===== src/rtl/router_pkt_ctrl.sv =====
// Packet controller for the 1x3 router: header decode, FIFO write sequencing
// and a per-port watchdog that soft-resets FIFOs whose output goes unread.
module router_pkt_ctrl #(
    parameter int TIMEOUT = 30,
    parameter int CNT_W   = 5
) (
    input  logic       clk,
    input  logic       rstn,
    input  logic       pkt_valid,
    input  logic [1:0] hdr_addr,
    input  logic       parity_done,
    input  logic       low_pkt_valid,
    input  logic [2:0] fifo_full,
    input  logic [2:0] fifo_empty,
    input  logic [2:0] rd_en,
    output logic [2:0] wt_en,
    output logic [2:0] soft_rst,
    output logic [2:0] vld_out,
    output logic       busy,
    output logic       detect_add,
    output logic       lfd_state,
    output logic       ld_state,
    output logic       laf_state,
    output logic       full_state,
    output logic       rst_int_reg
);

    typedef enum logic [2:0] {
        S_DECODE,
        S_WAIT,
        S_LFD,
        S_LD,
        S_FULL,
        S_LAF,
        S_LP,
        S_CPE
    } state_e;

    localparam logic [CNT_W-1:0] CNT_MAX = CNT_W'(TIMEOUT - 1);

    state_e                  state_q;
    logic [1:0]              addr_q;
    logic [2:0][CNT_W-1:0]   cnt_q;
    logic [2:0]              soft_rst_q;
    logic [2:0]              unread;
    logic                    load;
    logic                    dst_full;

    assign dst_full = fifo_full[addr_q];

    // A soft reset of the port being written abandons the packet.
    always_ff @(posedge clk or negedge rstn) begin
        if (!rstn) begin
            state_q <= S_DECODE;
            addr_q  <= 2'd0;
        end else if (state_q != S_DECODE && soft_rst_q[addr_q]) begin
            state_q <= S_DECODE;
        end else begin
            unique case (state_q)
                S_DECODE: begin
                    if (pkt_valid && hdr_addr != 2'd3) begin
                        addr_q  <= hdr_addr;
                        state_q <= fifo_empty[hdr_addr] ? S_LFD : S_WAIT;
                    end
                end
                S_WAIT: begin
                    if (fifo_empty[addr_q])
                        state_q <= S_LFD;
                end
                S_LFD:
                    state_q <= S_LD;
                S_LD: begin
                    if (dst_full)
                        state_q <= S_FULL;
                    else if (!pkt_valid)
                        state_q <= S_LP;
                end
                S_FULL: begin
                    if (!dst_full)
                        state_q <= S_LAF;
                end
                S_LAF: begin
                    if (parity_done)
                        state_q <= S_DECODE;
                    else if (low_pkt_valid)
                        state_q <= S_LP;
                    else
                        state_q <= S_LD;
                end
                S_LP:
                    state_q <= S_CPE;
                S_CPE:
                    state_q <= dst_full ? S_FULL : S_DECODE;
                default:
                    state_q <= S_DECODE;
            endcase
        end
    end

    assign unread = ~fifo_empty & ~rd_en;

    always_ff @(posedge clk or negedge rstn) begin
        if (!rstn) begin
            cnt_q      <= '0;
            soft_rst_q <= '0;
        end else begin
            for (int i = 0; i < 3; i++) begin
                if (!unread[i]) begin
                    cnt_q[i]      <= '0;
                    soft_rst_q[i] <= 1'b0;
                end else if (cnt_q[i] == CNT_MAX) begin
                    cnt_q[i]      <= '0;
                    soft_rst_q[i] <= 1'b1;
                end else begin
                    cnt_q[i]      <= cnt_q[i] + 1'b1;
                    soft_rst_q[i] <= 1'b0;
                end
            end
        end
    end

    assign load = state_q inside {S_LFD, S_LD, S_LAF, S_LP};

    // Shift form keeps wt_en one-hot and never indexes past bit 2.
    assign wt_en = (load && !dst_full) ? (3'b001 << addr_q) : 3'b000;

    assign soft_rst    = soft_rst_q;
    assign vld_out     = ~fifo_empty;
    assign busy        = !(state_q inside {S_DECODE, S_LD});
    assign detect_add  = state_q == S_DECODE;
    assign lfd_state   = state_q == S_LFD;
    assign ld_state    = state_q == S_LD;
    assign laf_state   = state_q == S_LAF;
    assign full_state  = state_q == S_FULL;
    assign rst_int_reg = state_q == S_CPE;

endmodule


===== config.mk =====
export PLATFORM = sky130hd
export DESIGN_NAME = router_pkt_ctrl
export DESIGN_NICKNAME = d
export VERILOG_FILES = /design/src/rtl/router_pkt_ctrl.sv
export SDC_FILE = /design/constraint.sdc
export NUM_CORES = 1
export LEC_CHECK = 0
export BUFFER_PORTS_ARGS = -buffer_cell sky130_fd_sc_hd__buf_2
export CAP_MARGIN = 20
export CORE_MARGIN = 5
export CORE_UTILIZATION = 35
export CTS_BUF_LIST = sky130_fd_sc_hd__clkbuf_8
export CTS_CLUSTER_SIZE = 25
export DETAILED_ROUTE_END_ITERATION = 8
export GPL_TIMING_DRIVEN = 0
export SLEW_MARGIN = 15
export SYNTH_ARGS = -nofsm -noshare
export SYNTH_HDL_FRONTEND = slang
export SYNTH_SLANG_ARGS = --single-unit

===== constraint.sdc =====
create_clock -name clk -period 2.55 [get_ports clk]
set_input_delay 0.51 -clock clk [delete_from_list [all_inputs] [get_ports clk]]
set_output_delay 0.51 -clock clk [all_outputs]
set_load 0.02 [all_outputs]

==> impl_results.md <==
* Worst setup margin at 0.181 ns
* Total core area at 0.00361 sq mm
* Post-synth top area share at 0.448
* Worst vdd ir at 0.000373 V
* Antenna diode count at 0
* Post-detailed-placement cell area at 0.00150 sq mm
* HPWL after detailed placement at 2.19 mm
* Top cells by area, synth: sky130_fd_sc_hd__dfrtp_1 45%, sky130_fd_sc_hd__nor2_1 7.0%, sky130_fd_sc_hd__ha_1 5.8%
* Total wire length at 2.74 mm
* Hold_buf cts at 0
* Clock share of power at 0.173
* Maximum fanout along the worst path at 10
* Switching power summed over all nets at 529 uW
* Number of filler cells placed in the layout at 373
* Initial Util at 0.356
* Tcrit/Tclk final at 0.929
* Cell-internal power at 751 uW
* Startpoint class of the critical path: flip-flop
* Worst path arrival time at 1.86 ns
* Maximum count of clock buffers along a single path at 2
* Cell Area, Synth at 0.00128 sq mm
* # IOs at 32
* Layout overhead on the synthesized area at 20.6%
* Synthesized netlist net count at 162
* Antenna violations before repair at 0
* Static Leak at 0.000745 uW
* Pins Over Slew Limit at 0
* TritonCTS sink count at 23
* Post-route cell area at 0.00155 sq mm
* Status: finished clean
* Relative slew margins at 0.661
* Via count of the first global-routing pass at 1,134
* Initial DRC count at 40
* Sequential share of power at 0.341
* Root Buffer Master: sky130_fd_sc_hd__clkbuf_8
* Setup TNS Final at 0 ns
* Via density per instance at 4.91
* Portion of total power attributed to combinational logic at 0.486
* Maximum Capacitance Violations at 0
* Most frequent cell after synthesis: sky130_fd_sc_hd__nor2_1
* Number of flops mapped to enable cells by yosys at 0
* Finish-stage setup viols at 0
* Path class of the lowest-slack min-delay path: input pin to asynchronous set/reset pin
* Number of buffers added on ports at 31
* DIE AREA at 0.00498 sq mm
* Postcts setup bufs at 0
* Number of routed nets with antenna violations at 0
* Cell count after synthesis at 140
* Slew at the pin closest to its max-slew limit at 0.508 ns
* Clock slew at the register clock pins of the worst setup and hold paths at 0.08 ns
* Clock period minus worst slack at 2.37 ns
* Top FF cell, synth: sky130_fd_sc_hd__dfrtp_1
* Cell taking the most area after synthesis: sky130_fd_sc_hd__dfrtp_1
* Wire length of the first global-routing pass at 4.96 mm
* Clock buffers created by TritonCTS at 3
* Proportion of total power due to net switching at 0.413
* Synth top cells by count: 24 x sky130_fd_sc_hd__nor2_1, 23 x sky130_fd_sc_hd__dfrtp_1, 12 x sky130_fd_sc_hd__nand2_1
* TritonCTS clock tree: done
* Worst Setup Slack post-DPL at 0.498 ns
* Number of storage elements in the synthesis netlist at 23
* Type of the worst setup path: flip-flop to primary output
* Number of warnings printed during yosys synthesis at 0
* Fraction of layout cells with a size suffix above 1 at 0.234
* Post-synth cell types at 34
* Clock Skew at 0.00206 ns
* Via count of the routed design at 1,096
* Fin. Hold Viols at 0
* Largest net degree at the start of global routing at 24
* Reg2reg setup slack at 0.84 ns
* Final standard cell count with taps included and fillers excluded at 223
* Reg-to-reg critical path startpoint: state_q[0]$_DFFE_PN0P_
* Peak Freq at 422 MHz
* Global routing usage summed across all routing layers at 0.120
* # placed instances at 219
* Count of standard-cell rows at 22
* Setup repair after global routing missed its margin: no
* Register area share after synthesis at 0.448
* Number of DRC violations after detailed routing at 0
* Pwr/cell area at 827 mW/mm^2
* Clock Latency Late Sink at 0.26 ns
* Post-cts gate resize count at 0
* Kind of capture point of the worst setup path: primary output
* Overall overflow remaining after global route at 0
* Reg2reg path depth at 6
* Detailed-router iteration count before antenna repair at 2
* Asr flop ratio synth at 1.00
* Horiz. Die Dim at 70.6 microns
* Post-DR wirelength/cell at 12.3 microns
* Endpoint of the worst-slack reg-to-reg timing path: state_q[2]$_DFFE_PN0P_
* Synthesized area divided by synthesized cell count at 9.17 sq um
* Setup crit start: state_q[0]$_DFFE_PN0P_
* Height of the die at 70.6 microns
* Layout net count at 198
* Maximum level of the CTS H-tree at 1
* Critical Path RT at 2.04 ns
* Routability cong. at 0.769
metrics by stage:
step | power (uW) | hold WS (ns) | util
after floorplan | 902 | 0.214 | -
after global placement | 1050 | 0.476 | 0.416
after detailed placement | 1070 | 0.493 | 0.416
after CTS | 1290 | 0.230 | 0.429
after global routing | 1390 | 0.260 | 0.429
final | 1280 | 0.213 | 0.429
sequential cells by signal, summed over array words and instances (netlist names):
signal and count:
cnt_q 15, addr_q 2, state_q 3, soft_rst 3
worst max-delay path by stage:
stage / to / slack (ns)
6_report: wt_en[1] / 0.18
5_1_grt: wt_en[1] / 0.01
4_1_cts: wt_en[1] / 0.19
3_5_place_dp: wt_en[1] / 0.50
3_3_place_gp: wt_en[1] / 0.56
2_1_floorplan: wt_en[1] / 0.35
metal layers:
layer | global-route usage | wire (microns)
met5 | 0 | 0
met1 | 0.153 | 1290
met3 | 0.0241 | 133
met2 | 0.207 | 1310
met4 | 0.0313 | 14
final cells by class:
class / count / area (sq um) / area share
Multi-Input combinational cell: 103 / 652 / 0.421
Timing Repair Buffer: 31 / 155 / 0.100
Tap cell: 48 / 60.1 / 0.0388
Buffer: 5 / 21.3 / 0.0137
Clock inverter: 1 / 7.51 / 0.00485
Sequential cell: 23 / 576 / 0.372
Inverter: 9 / 35.0 / 0.0226
Clock buffer: 3 / 41.3 / 0.0267
power groups by stage:
stage / clock, uW / combinational (uW) / sequential, uW
2_1_floorplan: 0 / 466 / 436
3_3_place_gp: 0 / 612 / 440
3_5_place_dp: 0 / 625 / 444
4_1_cts: 230 / 627 / 436
5_1_grt: 250 / 699 / 442
6_report: 221 / 622 / 437
critical path: stages (launching register included):
cell and delay (ns):
sky130_fd_sc_hd__dfrtp_1 0.44, sky130_fd_sc_hd__clkbuf_1 0.35, sky130_fd_sc_hd__nand2_1 0.15, sky130_fd_sc_hd__xnor2_1 0.18
sky130_fd_sc_hd__nor4b_1 0.26, sky130_fd_sc_hd__buf_2 0.22
placed cells by master (no fill, tap or decap), types with 2 or more instances in the layout:
cell type / netlist / final
sky130_fd_sc_hd__a21oi_1: 4 / 4
sky130_fd_sc_hd__buf_2: 2 / 33
sky130_fd_sc_hd__clkbuf_1: 3 / 3
sky130_fd_sc_hd__clkbuf_8: 0 / 3
sky130_fd_sc_hd__dfrtp_1: 23 / 23
sky130_fd_sc_hd__ha_1: 6 / 6
sky130_fd_sc_hd__inv_1: 8 / 8
sky130_fd_sc_hd__mux2i_1: 4 / 4
sky130_fd_sc_hd__nand2_1: 12 / 12
sky130_fd_sc_hd__nand3_1: 9 / 9
sky130_fd_sc_hd__nand3b_1: 2 / 2
sky130_fd_sc_hd__nand4_1: 3 / 3
sky130_fd_sc_hd__nor2_1: 24 / 24
sky130_fd_sc_hd__nor3_1: 4 / 4
sky130_fd_sc_hd__nor3b_1: 2 / 2
sky130_fd_sc_hd__o21ai_0: 5 / 5
sky130_fd_sc_hd__o22a_1: 2 / 2
sky130_fd_sc_hd__o22ai_1: 2 / 2
sky130_fd_sc_hd__xnor2_1: 4 / 4
sky130_fd_sc_hd__xor2_1: 6 / 6
cells by family (layout without fill, tap and decap cells):
kind of cell               after synthesis  after routing  share of synthesized area
and+or+nand+nor                         63             63                      0.241
DFF                                     23             23                      0.448
AOI/OAI and AO/OA                       20             20                      0.109
buffers and inverters                   14             49                     0.0439
xor gates and xnor gates                10             10                     0.0682
adders and majority gates                6              6                     0.0585
muxes                                    4              4                     0.0312
No activity file was read; power rests on OpenSTA's default activity.
